**config.mk**
```make
export PLATFORM = sky130hd
export DESIGN_NAME = axis_uart_tx_arbiter
export DESIGN_NICKNAME = d
export VERILOG_FILES = /design/src/rtl/axis_uart_tx_arbiter.sv
export SDC_FILE = /design/constraint.sdc
export NUM_CORES = 1
export LEC_CHECK = 0
export BUFFER_PORTS_ARGS = -buffer_cell sky130_fd_sc_hd__buf_4
export CAP_MARGIN = 20
export CORE_MARGIN = 1
export CORE_UTILIZATION = 42
export CTS_CLUSTER_DIAMETER = 120
export DETAILED_ROUTE_END_ITERATION = 16
export PLACE_DENSITY = 0.77
export SLEW_MARGIN = 20
export SYNTH_ARGS = -nofsm -noshare
export SYNTH_HDL_FRONTEND = slang
export SYNTH_SLANG_ARGS = --single-unit
```
**constraint.sdc**
```tcl
create_clock -name clk -period 2.4 [get_ports clk]
set_clock_uncertainty 0.1 [all_clocks]
set_input_delay 0.12 -clock clk [delete_from_list [all_inputs] [get_ports clk]]
set_output_delay 0.12 -clock clk [all_outputs]
set_load 0.005 [all_outputs]
```
**src/rtl/axis_uart_tx_arbiter.sv**
```systemverilog
// Packet-level round-robin arbiter sharing one AXI-stream UART TX path between NUM_SRC sources.
// Optional AXIS_ARB_HDR_EN: emits a one-beat owner header {1'b1, index} ahead of each packet.
module axis_uart_tx_arbiter #(
  parameter int NUM_SRC   = 4,
  parameter int DATA_BITS = 8,
  parameter int MAX_BEATS = 16
) (
  input  logic                           clk,
  input  logic                           rst,
  input  logic [NUM_SRC*DATA_BITS-1:0]   s_axis_data,
  input  logic [NUM_SRC-1:0]             s_axis_valid,
  input  logic [NUM_SRC-1:0]             s_axis_last,
  output logic [NUM_SRC-1:0]             s_axis_ready,
  output logic [DATA_BITS-1:0]           m_axis_data,
  output logic                           m_axis_valid,
  output logic                           m_axis_last,
  input  logic                           m_axis_ready,
  output logic [NUM_SRC-1:0]             grant,
  output logic                           busy,
  output logic                           trunc
);

  localparam int IDX_W = (NUM_SRC > 1) ? $clog2(NUM_SRC) : 1;
  localparam int CNT_W = (MAX_BEATS > 1) ? $clog2(MAX_BEATS) : 1;
  localparam logic [CNT_W-1:0] CNT_LIM = CNT_W'((MAX_BEATS > 0) ? MAX_BEATS - 1 : 0);
  localparam logic [IDX_W-1:0] PTR_RST = IDX_W'(NUM_SRC - 1);

  // state  | meaning
  // S_IDLE | no owner; arbitrate among valid sources (one-cycle bubble)
  // S_HDR  | emit owner header beat (only with AXIS_ARB_HDR_EN)
  // S_XFER | pass the owner's stream through until the last handshake
`ifdef AXIS_ARB_HDR_EN
  typedef enum logic [1:0] {S_IDLE, S_HDR, S_XFER} state_t;
`else
  typedef enum logic [1:0] {S_IDLE, S_XFER} state_t;
`endif

  state_t               state_q;
  logic [NUM_SRC-1:0]   grant_q;
  logic [IDX_W-1:0]     owner_q;
  logic [IDX_W-1:0]     ptr_q;
  logic [CNT_W-1:0]     cnt_q;
  logic                 busy_q;
  logic                 trunc_q;

  logic                 sel_found;
  logic [IDX_W-1:0]     sel_idx;
  logic [IDX_W-1:0]     cand;
  logic                 lim_hit;
  logic                 hs;

  // Round-robin search starting just after the previous owner.
  always_comb begin
    sel_found = 1'b0;
    sel_idx   = '0;
    cand      = '0;
    for (int k = 1; k <= NUM_SRC; k++) begin
      cand = IDX_W'((int'(ptr_q) + k) % NUM_SRC);
      if (!sel_found && s_axis_valid[cand]) begin
        sel_found = 1'b1;
        sel_idx   = cand;
      end
    end
  end

  assign lim_hit = (MAX_BEATS != 0) && (cnt_q == CNT_LIM);

  always_comb begin
    m_axis_data  = '0;
    m_axis_valid = 1'b0;
    m_axis_last  = 1'b0;
    s_axis_ready = '0;
    case (state_q)
`ifdef AXIS_ARB_HDR_EN
      S_HDR: begin
        m_axis_valid               = 1'b1;
        m_axis_data[DATA_BITS-1]   = 1'b1;
        m_axis_data[IDX_W-1:0]     = owner_q;
      end
`endif
      S_XFER: begin
        m_axis_data           = s_axis_data[owner_q*DATA_BITS +: DATA_BITS];
        m_axis_valid          = s_axis_valid[owner_q];
        m_axis_last           = s_axis_last[owner_q] | lim_hit;
        s_axis_ready[owner_q] = m_axis_ready;
      end
      default: ;
    endcase
  end

  assign hs = m_axis_valid & m_axis_ready;

  always_ff @(posedge clk) begin
    if (rst) begin
      state_q <= S_IDLE;
      grant_q <= '0;
      owner_q <= '0;
      ptr_q   <= PTR_RST;
      cnt_q   <= '0;
      busy_q  <= 1'b0;
      trunc_q <= 1'b0;
    end else begin
      trunc_q <= 1'b0;
      case (state_q)
        S_IDLE: begin
          if (sel_found) begin
            grant_q <= NUM_SRC'(1) << sel_idx;
            owner_q <= sel_idx;
            busy_q  <= 1'b1;
            cnt_q   <= '0;
`ifdef AXIS_ARB_HDR_EN
            state_q <= S_HDR;
`else
            state_q <= S_XFER;
`endif
          end
        end
`ifdef AXIS_ARB_HDR_EN
        S_HDR: begin
          if (hs) state_q <= S_XFER;
        end
`endif
        S_XFER: begin
          if (hs) begin
            if (m_axis_last) begin
              state_q <= S_IDLE;
              ptr_q   <= owner_q;
              grant_q <= '0;
              busy_q  <= 1'b0;
              cnt_q   <= '0;
              // Limit forced the end while the source still had more to send.
              trunc_q <= lim_hit & ~s_axis_last[owner_q];
            end else begin
              cnt_q <= cnt_q + 1'b1;
            end
          end
        end
        default: state_q <= S_IDLE;
      endcase
    end
  end

  assign grant = grant_q;
  assign busy  = busy_q;
  assign trunc = trunc_q;

endmodule

```
==> run summary, run 1 <==
The run gives 0.267 as the sequential element share of the synthesized area. Ranked by instance count, the synthesized netlist is headed by dfxtp_1, and2_1, nor2_1, mux4_2. Area taken by flip-flops and latches: 280 µm². After detailed routing, the number of remaining DRC violations is 0.

The fraction of layout instances using a drive strength above 1 came out at 0.529. In this run the critical register-to-register path is launched from owner_q[1]. The first-pass iteration count of the detailed router was 4.

Slack of the worst reg-to-reg path: 0.38 ns. The worst path in the final design needs a cycle of 2.02 ns, including I/O delays and setup. The final count of hold timing violations is 0.

TritonCTS built the clock tree. The synthesized design contains 14 register bits. The remaining global-route overflow is 0.

The maximum fanout count along the critical path was 11; the number of buffers on the longest clock path was 2. The final clock period utilization by the worst path was 0.841; the core area was 2280 µm². The die height came out at 52.0 µm. The tools report the post-route core utilization as 0.698. The worst hold path begins at s_axis_valid[0].

In the routed layout, each cell is associated on average with a via count of 5.47. The repair_antennas step left the layout with diodes totalling 0. The main flop type after synthesis is dfxtp_1.

For this design the top-level I/O count stands at 63. Max-cap violations in this run came to 0. The tools report the endpoint arrival time on the critical path as 2.13 ns.

The floorplan die width came out at 52.0 µm. Kind of critical path: reg2reg. In this run the core area contains 17 standard-cell rows. In the final design database the tool counted 215 nets. By area the synthesized netlist is led by dfxtp_1, mux4_2, and2_1, mux2i_1, nor2_1.

The full die area came out at 2710 µm². The classification of the worst-slack hold path was in2reg. Dividing the detail-routed wire length by the instance count gives 14.5 µm. For the top achievable clock speed, the log shows 495 MHz. Number of routed nets with antenna violations: 0. At the worst endpoint, the required time is 2.51 ns.

The mean cell area of the mapped netlist is 9.92 µm², and the number of antenna violations at the first check in global routing is 0. For the area of combinational cells with multiple inputs, the log shows 727 µm². After legalization and detailed placement, the total HPWL measured 2270 µm. The tools report the number of setup violations in the final report as 0. The number of flops mapped to enable cells by yosys came out at 0.

IR analysis of the VDD net gives a maximum drop of 0.417 mV. The tightest slew margin relative to the limit is 0.758. The first global-routing pass estimated 4530 µm of wire. The run gives 15 as the pin count of the biggest net entering global routing.

The cell chosen for the clock root was clkbuf_4. STA classifies the critical path startpoint as a flop. The count of synthesis-stage warnings from yosys is 0, and the total setup buffers inserted after CTS is 0. Counting every sink on the clock net gives 14.

Counting the buffers created by CTS gives 3. The first-iteration detailed-routing DRC count was 20; the gate count after technology mapping was 106. The clock transition at the register clock pins on the worst setup and hold paths after CTS is 0.09 ns.

Power spread over the standard cell area amounts to 422 nW/µm². The worst hold path stage count was 3; the total track usage was 0.225. For the worst-skew pair, the clock arrives at the later sink with an insertion delay of 0.28 ns.

The number of nets handed over by synthesis was 150. Of all cell types, the one taking the most synthesized area is dfxtp_1. Share of the synthesized area in the top cell type: 0.267. Including well taps, the total number of placed cells is 193. The detailed router placed 1083 vias in this run. The fraction of registers with async set/reset works out to 0. The sum of negative setup slack was 0 ns. STA classifies the critical path endpoint as a flop. The final instance count without filler cells was 198; the level count of the clock H-tree was 1. The number of different library cells used by synthesis comes to 42. Counting the fill cells in the layout gives 176. The path with the worst hold slack has its endpoint at grant[0]. The number of max-slew violations in the final report was 0; the routability congestion estimate from global placement was 0.826.

The cell leakage power was 0.706 nW; the post-cts repair resize count was 0. For the pin with the worst max-slew slack, the measured transition is 0.362 ns. Summed over all layers, the routed wires come to 2880 µm. The number of global-route vias before repair came out at 1042. The run finished with clean final reports.

Compared with the post-synthesis result, the final layout area differs by 51.1%. For the initial cell density of the core, the log shows 0.462. The count of buffers added on input and output ports is 62. Most frequent cell after synthesis: dfxtp_1. Setup repair after global routing left no endpoint under its margin. In this run the critical register-to-register path is captured at cnt_q[3]. Measured in cells, the most critical reg-to-reg path has a length of 4. Cell area after synthesis: 1050 µm².
## critical path: stages, from the launching register on
cell	delay [ns]
dfxtp_1	0.54
mux4_1	0.62
o2111a_1	0.18
or3_4	0.37
a21oi_1	0.14
## cell type report
class | count | area share
multi-input combinational | 83 | 0.458
timing repair buffer | 66 | 0.314
sequential | 14 | 0.177
clock buffer | 4 | 0.0229
tap | 28 | 0.0221
inverter | 3 | 0.00709
## power breakdown
group	switching, mW	total (mW)	internal, mW
sequential	0.0156	0.260	0.245
combinational	0.0882	0.239	0.151
clock	0.0783	0.171	0.0923
total	0.182	0.670	0.488
## metrics by stage
step                hold slack (ns)  total power [mW]  instance area (µm²)  setup WS (ns)
floorplan                     0.224             0.389                 1050          0.498
global placement              0.286             0.499                 1540          0.454
detailed placement            0.286             0.503                 1540          0.383
CTS                           0.112             0.674                 1590          0.362
global route                  0.139             0.704                 1590          0.286
finish                        0.104             0.670                 1590          0.382
## repair_timing
| action | 4_1_cts | 5_1_grt |
|---|---|---|
| hold buffers | 1 | 0 |
| endpoints found under the hold margin | 3 | 0 |
| endpoints found under the setup margin | 0 | 0 |
## registers in the layout (all words and copies together), names as in the netlist
| register | cells |
|---|---|
| trunc | 1 |
| cnt_q | 4 |
| grant | 4 |
| owner_q | 2 |
| busy | 1 |
| ptr_q | 2 |
## metal layers
layer	share of wire	GRT usage
met2	0.49	0.404
met1	0.39	0.256
met4	0.0052	0.0586
met5	0	0
met3	0.12	0.0643
## kinds of logic after synthesis
kind of cell | after synthesis | synth area share
mux | 16 | 0.277
compound gates | 21 | 0.143
fa+ha+maj | 1 | 0.0119
simple gates | 44 | 0.251
xor+xnor | 1 | 0.00833
buf+inv | 9 | 0.0417
flops | 14 | 0.267
## cell usage in the layout (no fill, tap or decap), types with 2 or more instances in the layout
| cell | instances |
|---|---|
| a21oi_1 | 4 |
| and2_1 | 11 |
| buf_4 | 65 |
| clkbuf_4 | 3 |
| dfxtp_1 | 14 |
| inv_1 | 3 |
| mux2_2 | 2 |
| mux2i_1 | 4 |
| mux4_2 | 9 |
| nand2_1 | 3 |
| nand2b_1 | 3 |
| nand3b_1 | 2 |
| nor2_1 | 10 |
| nor2b_1 | 2 |
| o21ai_0 | 3 |
| o22ai_1 | 2 |
| o2bb2ai_1 | 3 |
| or3_2 | 2 |
## worst max path at each step
stage | start | endpoint | slack, ns | cells past startpoint
6_report | owner_q[1] | cnt_q[3] | 0.38 | 4
5_1_grt | owner_q[1] | cnt_q[3] | 0.29 | 4
4_1_cts | owner_q[1] | cnt_q[3] | 0.36 | 4
3_5_place_dp | owner_q[1] | cnt_q[3] | 0.38 | 4
3_3_place_gp | owner_q[1] | grant[2] | 0.45 | 4
2_1_floorplan | owner_q[1] | cnt_q[1] | 0.50 | 5
No activity file was read; power rests on OpenSTA's default activity.
==> run 2, diff against run 1 <==
==> constraint.sdc (replaced) <==
create_clock -name clk -period 2.04 [get_ports clk]
set_clock_uncertainty 0.1 [all_clocks]
set_input_delay 0.102 -clock clk [delete_from_list [all_inputs] [get_ports clk]]
set_output_delay 0.102 -clock clk [all_outputs]
set_load 0.005 [all_outputs]
==> run summary, run 2 (same netlist as run 1, synthesis figures left out) <==
The total track usage was 0.214. Clock latency on the worst-skew pair, taken at its later pin, is 0.28 ns. Counting along the longest clock path gives a buffer depth of 2. In this run the register-to-register setup slack is 0.11 ns. During placement, the flow inserted port buffers numbering 62.

For this block, the initial DRC count from the detailed router was 21. The area of combinational cells with multiple inputs was 727 µm²; the filler cell count in the final layout was 197. Total power for the finished layout comes to 798 µW. Initial cell density of the core: 0.462. The top cell types in the final layout, fill and taps aside, are buf_4, dfxtp_1, and2_1, nor2_1, mux4_2. The final count of hold timing violations was 0. The tools report the endpoint arrival time on the critical path as 2.00 ns.

The library cell used most frequently in the layout, excluding fill and tap cells, is buf_4. Setup violations remaining at the end of the flow were counted as 0. Setup repair after global routing left no endpoint under its margin. The number of clock buffers added by TritonCTS is 3.

For the worst setup path, the data required time is 2.12 ns. The worst hold path passes through 3 cells. The count of nets left with antenna violations once routing finished came out at 0. The startpoint kind of the worst setup timing path was a flop. Power spread over the standard cell area amounts to 497 nW/µm². Relative to the synthesized area, the layout overhead comes to 52.6%. The tools report the hold path startpoint as s_axis_valid[0]. After detailed routing, the number of vias per cell comes to 5.40. Row generation in the floorplan step produced 17 rows. The number of cell instances on the worst register-to-register path is 6, and the shortest period the worst path allows is 1.93 ns.

In the final layout, flip-flops and latches occupy 282 µm². The level count of the clock H-tree is 1. For this design, the sink count on the clock tree is 14. The number of max-slew violations in the final report is 0. The minimum hold slack is 0.117 ns.

Setup total negative slack on the finished layout was measured at 0 ns. Final clock period utilization by the worst path: 0.944. The measured slew at the worst slew-check pin was 0.346 ns; the full die area was 2710 µm². The floorplan step set the die height to 52.0 µm. The flow ran to the end, and the final reports show no timing, DRC or antenna violations. For the first-pass GRT wire length, the log shows 4310 µm. In the routed design, unresolved DRC markers number 0. The detailed-route wire length per cell works out to 13.9 µm. The fraction of layout instances using a drive strength above 1 is 0.541, and the worst-case setup slack after placement is 0.0796 ns. The count of inserted antenna diode cells was 0; the number of global-route vias before repair was 995. The tools report the number of antenna violations at the first check in global routing as 0. The clock transition at the register clock pins on the worst setup and hold paths after CTS is 0.09 ns. In this run the worst path has a maximum fanout of 13. The max capacitance violation total came out at 0.

The classification of the worst-slack hold path was in2reg. The logs give 195 for the cell count after placement and 2780 µm for the sum of routed wire length over all layers. The floorplan die width was 52.0 µm. The worst setup path is captured at a flop. The finished cells cover 1600 µm². Worst reg2reg path endpoint: cnt_q[1]. The root buffer cell chosen for the clock tree is clkbuf_4.

Kind of critical path: reg2reg. Entering global routing, the biggest net connects 14 pins. For the core area, the log shows 2280 µm².

Across the VDD grid, the largest voltage drop is 0.533 mV. Once detailed placement completed, the half-perimeter wirelength came to 2270 µm. The tools report the worst-case hold path end point as grant[0]. The logs give 217 for the number of nets in the layout and 0 for the remaining global-route overflow. The tools report the startpoint of the most critical setup path as owner_q[0]. TritonCTS built the clock tree. The post-route core utilization was 0.705. The startpoint identified for the worst register-to-register timing path is owner_q[0].

The run gives 0.768 as the tightest slew margin relative to the limit. The cell leakage power was 0.717 nW. The final instance count without filler cells is 200, and the routability congestion estimate from global placement is 0.807. Timing would allow up to 519 MHz. After detailed placement, the total cell area comes to 1560 µm². For the total via count in the routed design, the log shows 1079.

In the post-route analysis, the smallest setup slack over all paths is 0.115 ns. For this design the top-level I/O count stands at 63. First-pass iteration count of the detailed router: 4. The total setup buffers inserted after CTS was 0.
## run 2: worst max path at each step
stage,end,cells past startpoint
floorplan,cnt_q[1],5
global placement,cnt_q[1],5
CTS,grant[2],4
finish,cnt_q[1],6
detailed placement,grant[2],4
global route,cnt_q[1],6
## run 2: timing repair
action / 4_1_cts / 5_1_grt
setup endpoints to repair: 0 / 2
hold buffers: 1 / 0
gates resized for setup: 0 / 1
hold endpoints to repair: 4 / 0
## run 2: where the power goes
group	total [mW]	internal (mW)	switching [mW]
Combinational	0.290	0.181	0.108
Sequential	0.303	0.288	0.0146
Clock	0.205	0.109	0.0962
## run 2: layout make-up
type,count,area share
clock buffers,4,0.0226
inverters,3,0.00702
multi-input cells,83,0.453
flip-flops and latches,14,0.176
well taps,28,0.0218
repair buffers,68,0.320
## run 2: critical path: stages (launching register included)
cell and delay [ns]:
dfxtp_1 0.36, buf_4 0.24, and3b_2 0.26, a222oi_1 0.35, buf_4 0.21, mux2i_1 0.25, nor2_2 0.04
## run 2: layer usage
| metal | GRT usage | vias to the layer above | wire, µm |
|---|---|---|---|
| met3 | 0.0556 | 5 | 285 |
| met1 | 0.250 | 491 | 1130 |
| met4 | 0.0676 | 0 | 31 |
| met2 | 0.374 | 50 | 1340 |
| li1 | - | 533 | - |
| met5 | 0 | - | 0 |
